**config.mk**
```make
export PLATFORM = sky130hd
export DESIGN_NAME = sw_sel_seq_flat
export DESIGN_NICKNAME = d
export VERILOG_FILES = /design/src/rtl/sw_sel_seq_if.sv /design/src/rtl/sw_sel_seq.sv /design/src/flat_wrapper.sv
export SDC_FILE = /design/constraint.sdc
export NUM_CORES = 1
export LEC_CHECK = 0
export BUFFER_PORTS_ARGS = -buffer_cell sky130_fd_sc_hd__buf_2
export CORE_AREA = 4 4 57 72
export CTS_CLUSTER_DIAMETER = 30
export CTS_CLUSTER_SIZE = 40
export DETAILED_ROUTE_END_ITERATION = 7
export DIE_AREA = 0 0 61 76
export GPL_ROUTABILITY_DRIVEN = 0
export PLACE_DENSITY_LB_ADDON = 0.1
export SLEW_MARGIN = 20
export SYNTH_ARGS = -nofsm -noshare
export SYNTH_HDL_FRONTEND = slang
export SYNTH_SLANG_ARGS = --single-unit
```
**constraint.sdc**
```tcl
create_clock -name SIM_CLK -period 2.3 [get_ports SIM_CLK]
set_clock_uncertainty 0.1 [all_clocks]
set_input_delay 0.46 -clock SIM_CLK [delete_from_list [all_inputs] [get_ports SIM_CLK]]
set_output_delay 0.46 -clock SIM_CLK [all_outputs]
set_load 0.05 [all_outputs]
```
**src/rtl/sw_sel_seq_if.sv**
```systemverilog
`default_nettype none
// ============================================================================
//  Module      : sw_sel_seq_if
//  Description : Bus bundle between the G-bus decode (master) and the
//                switch-selector sequencer (slave). Carries the timing
//                enable, load/execute/clear strobes, the command and stage
//                select, and the register images and status flags.
//  Revision    : 1.0  initial release
// ============================================================================
interface sw_sel_seq_if #(
    parameter int CMD_W  = 8,
    parameter int STAGES = 4
) ();

    logic              V1;
    logic              SSRV;
    logic [CMD_W-1:0]  CMD;
    logic [STAGES-1:0] STG;
    logic              READ;
    logic              CLR;
    logic [CMD_W-1:0]  SSR;
    logic [CMD_W-1:0]  SSRN;
    logic [STAGES-1:0] STG_Q;
    logic              HELD;
    logic              FIRE;
    logic              ERR;

    // Decode side: drives strobes and data, observes the register images
    modport master (
        output V1, SSRV, CMD, STG, READ, CLR,
        input  SSR, SSRN, STG_Q, HELD, FIRE, ERR
    );

    // Sequencer side
    modport slave (
        input  V1, SSRV, CMD, STG, READ, CLR,
        output SSR, SSRN, STG_Q, HELD, FIRE, ERR
    );

endinterface
`default_nettype wire

```
**src/rtl/sw_sel_seq.sv**
```systemverilog
`default_nettype none
// ============================================================================
//  Module      : sw_sel_seq
//  Description : Switch-selector sequencer. Latches a command and a one-hot
//                stage select on SSRV, exposes true/complement images for
//                readback, then on READ drives a fire pulse lasting
//                READ_CYCLES V1-enabled cycles and self-clears.
//                Optional feature macro: SW_SEL_PARITY_EN -- when defined,
//                CMD[CMD_W-1] is an odd-parity bit over the whole CMD word
//                and loads with even parity are rejected.
//  Revision    : 1.0  initial release
// ============================================================================
module sw_sel_seq #(
    parameter int CMD_W       = 8,
    parameter int STAGES      = 4,
    parameter int READ_CYCLES = 16,
    parameter int CNT_W       = 8
) (
    input  wire logic     SIM_CLK,
    input  wire logic     SIM_RST,
    sw_sel_seq_if.slave   bus
);

    localparam logic [1:0] C_ST_IDLE = 2'd0;
    localparam logic [1:0] C_ST_HELD = 2'd1;
    localparam logic [1:0] C_ST_FIRE = 2'd2;

    // Counter preload: the pulse covers counts READ_CYCLES-1 down to 0
    localparam logic [CNT_W-1:0] C_CNT_LOAD = CNT_W'(READ_CYCLES - 1);

    logic [1:0]        state_q, state_d;
    logic [CMD_W-1:0]  ssr_q,   ssr_d;
    logic [STAGES-1:0] stg_q,   stg_d;
    logic [CNT_W-1:0]  cnt_q,   cnt_d;
    logic              err_q,   err_d;

    logic              w_stg_onehot;
    logic              w_parity_ok;
    logic              w_load_ok;

    // Stage select must have exactly one bit set
    assign w_stg_onehot = (bus.STG != '0) &&
                          ((bus.STG & (bus.STG - STAGES'(1))) == '0);

`ifdef SW_SEL_PARITY_EN
    // Odd parity over the full word, parity bit included
    assign w_parity_ok = ^bus.CMD;
`else
    assign w_parity_ok = 1'b1;
`endif

    assign w_load_ok = w_stg_onehot && w_parity_ok;

    // State register: reset wins over everything, including V1
    always_ff @(posedge SIM_CLK) begin
        if (SIM_RST) begin
            state_q <= C_ST_IDLE;
            ssr_q   <= '0;
            stg_q   <= '0;
            cnt_q   <= '0;
            err_q   <= 1'b0;
        end else begin
            state_q <= state_d;
            ssr_q   <= ssr_d;
            stg_q   <= stg_d;
            cnt_q   <= cnt_d;
            err_q   <= err_d;
        end
    end

    // Next-state logic: only V1-enabled cycles advance; CLR > READ > SSRV
    always_comb begin
        state_d = state_q;
        ssr_d   = ssr_q;
        stg_d   = stg_q;
        cnt_d   = cnt_q;
        err_d   = err_q;

        if (bus.V1) begin
            if (bus.CLR) begin
                // Clear aborts any pending or active operation
                state_d = C_ST_IDLE;
                ssr_d   = '0;
                stg_d   = '0;
                cnt_d   = '0;
                err_d   = 1'b0;
            end else begin
                case (state_q)
                    C_ST_IDLE: begin
                        // READ with nothing held is silently ignored and
                        // takes precedence over a coincident SSRV
                        if (!bus.READ && bus.SSRV) begin
                            if (w_load_ok) begin
                                ssr_d   = bus.CMD;
                                stg_d   = bus.STG;
                                state_d = C_ST_HELD;
                            end else begin
                                err_d   = 1'b1;
                            end
                        end
                    end

                    C_ST_HELD: begin
                        if (bus.READ) begin
                            cnt_d   = C_CNT_LOAD;
                            state_d = C_ST_FIRE;
                        end else if (bus.SSRV) begin
                            // A held command is never overwritten
                            err_d   = 1'b1;
                        end
                    end

                    C_ST_FIRE: begin
                        if (bus.READ || bus.SSRV) begin
                            err_d = 1'b1;
                        end
                        if (cnt_q == '0) begin
                            // Last enabled cycle of the pulse: self-clear
                            ssr_d   = '0;
                            stg_d   = '0;
                            state_d = C_ST_IDLE;
                        end else begin
                            cnt_d   = cnt_q - CNT_W'(1);
                        end
                    end

                    default: begin
                        // Unreachable encoding: recover to a clean idle
                        state_d = C_ST_IDLE;
                        ssr_d   = '0;
                        stg_d   = '0;
                        cnt_d   = '0;
                    end
                endcase
            end
        end
    end

    // Output decode: status flags come from the state register only
    always_comb begin
        bus.SSR   = ssr_q;
        bus.SSRN  = ~ssr_q;
        bus.STG_Q = stg_q;
        bus.HELD  = (state_q == C_ST_HELD);
        bus.FIRE  = (state_q == C_ST_FIRE);
        bus.ERR   = err_q;
    end

endmodule
`default_nettype wire

```
**src/flat_wrapper.sv**
```systemverilog
// flat-port wrapper written by rule: the top's interface ports become plain ports
module sw_sel_seq_flat 
#(
    parameter int CMD_W       = 8,
    parameter int STAGES      = 4,
    parameter int READ_CYCLES = 16,
    parameter int CNT_W       = 8
)
  (SIM_CLK, SIM_RST, bus_V1, bus_SSRV, bus_CMD, bus_STG, bus_READ, bus_CLR, bus_SSR, bus_SSRN, bus_STG_Q, bus_HELD, bus_FIRE, bus_ERR);
  sw_sel_seq_if #(.CMD_W(CMD_W), .STAGES(STAGES)) bus_i ();
  input  wire logic SIM_CLK;
  input  wire logic SIM_RST;
  input wire logic [$bits(bus_i.V1)-1:0] bus_V1;
  input wire logic [$bits(bus_i.SSRV)-1:0] bus_SSRV;
  input wire logic [$bits(bus_i.CMD)-1:0] bus_CMD;
  input wire logic [$bits(bus_i.STG)-1:0] bus_STG;
  input wire logic [$bits(bus_i.READ)-1:0] bus_READ;
  input wire logic [$bits(bus_i.CLR)-1:0] bus_CLR;
  output wire logic [$bits(bus_i.SSR)-1:0] bus_SSR;
  output wire logic [$bits(bus_i.SSRN)-1:0] bus_SSRN;
  output wire logic [$bits(bus_i.STG_Q)-1:0] bus_STG_Q;
  output wire logic [$bits(bus_i.HELD)-1:0] bus_HELD;
  output wire logic [$bits(bus_i.FIRE)-1:0] bus_FIRE;
  output wire logic [$bits(bus_i.ERR)-1:0] bus_ERR;
  assign bus_i.V1 = bus_V1;
  assign bus_i.SSRV = bus_SSRV;
  assign bus_i.CMD = bus_CMD;
  assign bus_i.STG = bus_STG;
  assign bus_i.READ = bus_READ;
  assign bus_i.CLR = bus_CLR;
  assign bus_SSR = bus_i.SSR;
  assign bus_SSRN = bus_i.SSRN;
  assign bus_STG_Q = bus_i.STG_Q;
  assign bus_HELD = bus_i.HELD;
  assign bus_FIRE = bus_i.FIRE;
  assign bus_ERR = bus_i.ERR;
  sw_sel_seq #(.CMD_W(CMD_W), .STAGES(STAGES), .READ_CYCLES(READ_CYCLES), .CNT_W(CNT_W)) u_core (.SIM_CLK(SIM_CLK), .SIM_RST(SIM_RST), .bus(bus_i));
endmodule
```
==> results of run 1 <==
critical path: stages (launching register included):
cell and delay, ns:
dfxtp_1 0.36, inv_1 0.08, ha_1 0.36, nand2b_4 0.08, nor2_1 0.18, nand4_1 0.16, or3b_2 0.47, a21oi_1 0.15
kinds of logic (layout without fill, tap and decap cells):
group | Yosys count | after routing
multiplexers | 3 | 3
adder cells (fa/ha/maj) | 6 | 6
AND/OR/NAND/NOR | 52 | 52
AO/OA/AOI/OAI | 47 | 47
flip-flops | 23 | 23
buffers and inverters | 25 | 64
XOR/XNOR | 4 | 4
sequential cells by signal (all words and copies together), names as in the netlist:
| name | flops |
|---|---|
| u_core.bus.SSR | 8 |
| u_core.state_q | 2 |
| u_core.cnt_q | 8 |
| u_core.bus.STG_Q | 4 |
| u_core.bus.ERR | 1 |
worst min path at each step:
stage | from | endpoint | slack, ns
5_1_grt | bus_CMD[5] | u_core.bus.SSR[5]$_SDFFE_PP0P_ | 0.31
4_1_cts | bus_CMD[5] | u_core.bus.SSR[5]$_SDFFE_PP0P_ | 0.30
3_5_place_dp | u_core.bus.STG_Q[0]$_SDFFE_PP0P_ | u_core.bus.STG_Q[0]$_SDFFE_PP0P_ | 0.36
2_1_floorplan | u_core.cnt_q[4]$_SDFFE_PP0P_ | u_core.cnt_q[4]$_SDFFE_PP0P_ | 0.36
6_report | bus_CMD[5] | u_core.bus.SSR[5]$_SDFFE_PP0P_ | 0.31
3_3_place_gp | u_core.bus.STG_Q[0]$_SDFFE_PP0P_ | u_core.bus.STG_Q[0]$_SDFFE_PP0P_ | 0.35
layout make-up:
| type | instances | area, sq um |
|---|---|---|
| Tap cell | 39 | 48.8 |
| Multi-Input combinational cell | 112 | 779 |
| Timing Repair Buffer | 43 | 223 |
| Fill cell | 364 | 1800 |
| Clock buffer | 3 | 41.3 |
| Sequential cell | 23 | 460 |
| Clock inverter | 1 | 5.00 |
| Inverter | 17 | 63.8 |
routing by layer:
layer / wire length [um] / vias to the layer above / GRT usage, %
met5: 0 / - / 0
met4: 24 / 0 / 3.47
met3: 143 / 4 / 2.71
met2: 1650 / 32 / 26.2
met1: 1380 / 606 / 18.4
li1: - / 646 / -
cell usage in the layout (no fill, tap or decap), types with 6 or more instances in the layout:
cell type,instances
dfxtp_1,23
o21ai_0,9
a21oi_1,13
nand3_1,11
buf_2,40
o31ai_1,9
nand2b_1,9
ha_1,6
inv_1,17
nor2_1,9
through the flow:
stage / util, % / instance area (sq um) / instances / setup WS [ns] / hold slack [ns]
floorplan: - / 1390 / 160 / 0.224 / 0.364
global placement: 46.0 / 1580 / 234 / 0.330 / 0.353
detailed placement: 46.0 / 1580 / 234 / 0.314 / 0.364
CTS: 47.4 / 1620 / 238 / 0.287 / 0.303
global route: 47.4 / 1620 / 238 / 0.110 / 0.314
finish: 47.4 / 1620 / 238 / 0.293 / 0.305
power by group:
part	internal, uW	leakage, uW	switching [uW]
registers	412	0.000186	7.50
logic	77.2	0.000431	176
clock network	121	0.0000255	132
==> results.tsv, run 1 <==
stage	metric	value	unit
run_status	outcome	complete, no violations	
logic_synthesis	postSynth.asyncResetShare	0	%
floorplanning	die_w	61	um
sta	setup_viol	0	
logic_synthesis	synthAdderAreaFrac	5.40	%
drt	drt_wl_total	3200	um
worst_setup_path	reg2reg_depth	7	
floorplanning	core_area	3420	sq um
logic_synthesis	synthFlopType	dfxtp_1	
sta	slew_violations	0	
power_and_ir_drop	leakage	0.000642	uW
clock_tree	clockBufferDepth	2	
sta	finalWorstPathRequiredPeriod	2.01	ns
grt	grt_pass1_vias	1329	
logic_synthesis	synth.net_count	184	
final_layout	area_growth	16.7	%
power_and_ir_drop	total_power	926	uW
logic_synthesis	synth_top_cell_by_area	dfxtp_1	
sta	worstMarginPinSlew	0.764	ns
drt	post_drt_wl_per_cell	13.4	um
drt	vias_per_cell	5.41	
sta	fin_tns_setup	0	ns
grt	grt_usage	15.0	%
logic_synthesis	synth_edf_count	0	
sta	post-route-period-util	87.3	%
logic_synthesis	synthXorXnorAreaFrac	2.52	%
sta	rsz0062_at_grt	false	
logic_synthesis	ys_seq_area_share	33.1	%
sta	hold_viol	0	
worst_setup_path	critPathLaunchType	flip-flop	
sta	max_slew_margin	48.9	%
drt	drt_iter0_drc	53	
power_and_ir_drop	ir_worst_vdd	0.392	mV
run	drv_cap	0	
worst_setup_path	crit_fanout	6	
clock_tree	clkLatencyLatePin	0.27	ns
floorplanning	die_h	76	um
logic_synthesis	syn_area_per_cell	8.69	sq um
final_layout	drive_above_1_share	29.1	%
logic_synthesis	synthDistinctLibCells	43	
drt	drc_errors	0	
sta	clock.fmax	498	MHz
clock_tree	cts_root_buf	clkbuf_8	
grt	grt_pass1_wl	5620	um
clock_tree	cts_setup_buffers	0	
logic_synthesis	syn-instance-count	160	
placement	post-dp-hpwl	2500	um
worst_setup_path	cp.arrival	2.11	ns
power_and_ir_drop	p_per_area	571	nW/um^2
worst_setup_path	end_kind	flip-flop	
grt	grt_max_degree	26	
worst_setup_path	critPathCapture	u_core.cnt_q[5]$_SDFFE_PP0P_	
worst_hold_path	holdPathStages	3	
worst_hold_path	hp-class	input pin to flip-flop	
worst_setup_path	crit_start	u_core.state_q[0]$_SDFFE_PP0P_	
placement	io_buffers	40	
drt	via_count	1288	
grt	antenna_found_initial	0	
worst_setup_path	worst-setup-path-type	flip-flop to flip-flop	
worst_setup_path	worstReg2RegEnd	u_core.cnt_q[5]$_SDFFE_PP0P_	
logic_synthesis	synth_common_cells	dfxtp_1 (23), inv_1 (17), a21oi_1 (13)	
clock_tree	cts_hold_buf	0	
logic_synthesis	netlist.area_leader.share	33.1	%
floorplanning	die_area	4640	sq um
final_layout	nets	224	
clock_tree	cts_made_buffers	3	
clock_tree	cts_tree	yes	
drt	drtPass1Iterations	4	
grt	overflow	0	
logic_synthesis	netlist_area	1390	sq um
worst_setup_path	critPathRequiredTime	2.40	ns
logic_synthesis	synth-seq-cells	23	
logic_synthesis	yosysMostFrequentCell	dfxtp_1	
drt	route.antenna.remaining_nets	0	
logic_synthesis	synth_compound_area_share	23.0	%
logic_synthesis	synth-simple-area-share	23.0	%
clock_tree	ctsResizeCount	0	
logic_synthesis	synth_top_family_by_area	compound AO/OA/AOI/OAI gates	
floorplanning	start_util	40.6	%
clock_tree	cts.sinks	23	
logic_synthesis	synthTopCellsByArea	dfxtp_1 (33%), ha_1 (5.4%), o31ai_1 (4.9%), a21oi_1 (4.7%), inv_1 (4.6%)	
logic_synthesis	synth.area.mux_share	2.16	%
worst_setup_path	r2r_start	u_core.state_q[0]$_SDFFE_PP0P_	
final_layout	antenna_cells	0	
clock_tree	htree_levels	1	
floorplanning	rows	24	
floorplanning	ios	41	
logic_synthesis	ys_warn_count	0	
worst_setup_path	rrSetupSlack	0.29	ns
clock_tree	clk_pin_slew_worst_paths	0.09	ns
No activity file was read; power rests on OpenSTA's default activity.
==> run 2: changes to the inputs <==
--- a/config.mk
+++ b/config.mk
@@ -13,6 +13,7 @@
 export DIE_AREA = 0 0 61 76
 export GPL_ROUTABILITY_DRIVEN = 0
 export PLACE_DENSITY_LB_ADDON = 0.1
+export RECOVER_POWER = 100
 export SLEW_MARGIN = 20
 export SYNTH_ARGS = -nofsm -noshare
 export SYNTH_HDL_FRONTEND = slang
==> results.tsv, run 2 (synthesis gave the netlist of run 1 again) <==
stage	metric	value	unit	change
run_status	outcome	complete, no violations		unchanged
floorplanning	core_area	3420	sq um	unchanged
sta	fin_ws	0.233	ns	was 0.293 ns
worst_setup_path	r2r_start	u_core.state_q[0]$_SDFFE_PP0P_		unchanged
drt	drt_wl_total	3190	um	was 3200 um
final_layout	final_cell_area	1590	sq um	was 1620 sq um
grt	grt_usage	15.0	%	unchanged
floorplanning	start_util	40.6	%	unchanged
sta	finalWorstPathRequiredPeriod	2.07	ns	was 2.01 ns
clock_tree	cts_made_buffers	3		unchanged
worst_setup_path	crit_fanout	7		was 6
floorplanning	die_w	61	um	unchanged
clock_tree	ctsResizeCount	0		unchanged
drt	post_drt_wl_per_cell	13.4	um	about the same
final_layout	nets	224		unchanged
final_layout	drive_above_1_share	17.6	%	was 29.1%
run	drv_cap	0		unchanged
sta	slew_violations	0		unchanged
placement	post-dp-hpwl	2500	um	unchanged
clock_tree	clkLatencyLatePin	0.26	ns	was 0.27 ns
drt	vias_per_cell	5.40		was 5.41
grt	overflow	0		unchanged
placement	postPlaceCellArea	1580	sq um	unchanged
worst_setup_path	rrSetupSlack	0.29	ns	about the same
clock_tree	cts_setup_buffers	0		unchanged
grt	grt_pass1_vias	1329		unchanged
clock_tree	clockBufferDepth	2		unchanged
sta	worstMarginPinSlew	0.763	ns	was 0.764 ns
grt	grt_max_degree	26		unchanged
worst_setup_path	cp.arrival	1.51	ns	was 2.11 ns
sta	fin_tns_setup	0	ns	unchanged
grt	antenna_found_initial	0		unchanged
sta	setup_viol	0		unchanged
sta	post-route-period-util	89.9	%	was 87.3%
worst_setup_path	worstReg2RegEnd	u_core.cnt_q[5]$_SDFFE_PP0P_		unchanged
worst_setup_path	crit_start	u_core.state_q[1]$_SDFFE_PP0P_		was u_core.state_q[0]$_SDFFE_PP0P_
final_layout	area_growth	14.6	%	was 16.7%
clock_tree	cts_hold_buf	0		unchanged
placement	place_inst	234		unchanged
sta	max_slew_margin	48.9	%	about the same
final_layout	fill_cells	374		was 364
drt	drt_iter0_drc	67		was 53
floorplanning	rows	24		unchanged
worst_setup_path	end_kind	output port		was flip-flop
sta	hold_viol	0		unchanged
floorplanning	die_h	76	um	unchanged
drt	route.antenna.remaining_nets	0		unchanged
final_layout	final_cell_count_no_fill	238		unchanged
power_and_ir_drop	leakage	0.000568	uW	was 0.000642 uW
worst_setup_path	worst-setup-path-type	flip-flop to output port		was flip-flop to flip-flop
sta	clock.fmax	484	MHz	was 498 MHz
placement	io_buffers	40		unchanged
clock_tree	htree_levels	1		unchanged
worst_setup_path	critPathLaunchType	flip-flop		unchanged
final_layout	layout_common_cells	clkbuf_1 (23), dfxtp_1 (23), inv_1 (17), buf_2 (17), a21oi_1 (13)		was buf_2 (40), dfxtp_1 (23), inv_1 (17), a21oi_1 (13), nand3_1 (11)
clock_tree	clk_pin_slew_worst_paths	0.09	ns	about the same
clock_tree	cts_tree	yes		unchanged
worst_hold_path	hp-class	input pin to flip-flop		unchanged
grt	grt_pass1_wl	5620	um	unchanged
worst_setup_path	critPathRequiredTime	1.74	ns	was 2.40 ns
floorplanning	ios	41		unchanged
floorplanning	die_area	4640	sq um	unchanged
placement	post-place-ws	0.314	ns	unchanged
clock_tree	cts.sinks	23		unchanged
drt	drc_errors	0		unchanged
final_layout	antenna_cells	0		unchanged
power_and_ir_drop	p_per_area	577	nW/um^2	was 571 nW/um^2
sta	rsz0062_at_grt	false		unchanged
worst_setup_path	critPathCapture	bus_HELD		was u_core.cnt_q[5]$_SDFFE_PP0P_
drt	via_count	1285		was 1288
worst_setup_path	reg2reg_depth	7		unchanged
drt	drtPass1Iterations	4		unchanged
power_and_ir_drop	ir_worst_vdd	0.377	mV	was 0.392 mV
clock_tree	cts_root_buf	clkbuf_8		unchanged
final_layout	post-route-util	46.5	%	was 47.4%
==> run 2: cell count changes in the layout (fill, tap and decap cells not counted) <==
cell,previous run,this run
buf_2,40,17
o21ai_1,2,0
o21ai_0,9,11
clkbuf_1,0,23
==> run 2: critical path, stage by stage (launching register included) <==
cell and delay [ns]:
dfxtp_1 0.32, inv_1 0.11, ha_1 0.18, buf_4 0.16, clkbuf_1 0.48
==> run 2: stage by stage <==
stage	total power [uW]	hold slack [ns]
2_1_floorplan	631	0.364
3_3_place_gp	681	0.353
3_5_place_dp	685	0.364
4_1_cts	942	0.303
5_1_grt	972	0.314
6_report	919	0.308
==> run 2: cell type report <==
cell class / instances / area [sq um] / share of cell area (%)
Sequential cell: 23 / 460 / 28.9
Tap cell: 39 / 48.8 / 3.06
Inverter: 17 / 63.8 / 4.01
Timing Repair Buffer: 43 / 194 / 12.2
Clock buffer: 3 / 41.3 / 2.59
Clock inverter: 1 / 5.00 / 0.314
Multi-Input combinational cell: 112 / 779 / 48.9
==> run 2: per-layer routing <==
layer,share of wire [%],vias to the layer above,GRT usage [%]
li1,-,647,-
met1,42,603,18.4
met2,52,31,26.2
met3,5.0,4,2.71
met4,0.75,0,3.47
met5,0,-,0
==> run 2: worst min path at each step <==
stage / from / endpoint / slack, ns / depth (start not counted)
floorplan: u_core.cnt_q[4]$_SDFFE_PP0P_ / u_core.cnt_q[4]$_SDFFE_PP0P_ / 0.36 / 2
global placement: u_core.bus.STG_Q[0]$_SDFFE_PP0P_ / u_core.bus.STG_Q[0]$_SDFFE_PP0P_ / 0.35 / 2
detailed placement: u_core.bus.STG_Q[0]$_SDFFE_PP0P_ / u_core.bus.STG_Q[0]$_SDFFE_PP0P_ / 0.36 / 2
CTS: bus_CMD[5] / u_core.bus.SSR[5]$_SDFFE_PP0P_ / 0.30 / 3
global route: bus_CMD[5] / u_core.bus.SSR[5]$_SDFFE_PP0P_ / 0.31 / 3
finish: bus_CMD[5] / u_core.bus.SSR[5]$_SDFFE_PP0P_ / 0.31 / 3
==> run 2: report_power, final <==
| part | total [uW] | internal, uW | switching [uW] |
|---|---|---|---|
| clock | 251 | 121 | 131 |
| sequential | 420 | 412 | 7.76 |
| combinational | 248 | 71.6 | 176 |
| total | 919 | 605 | 315 |
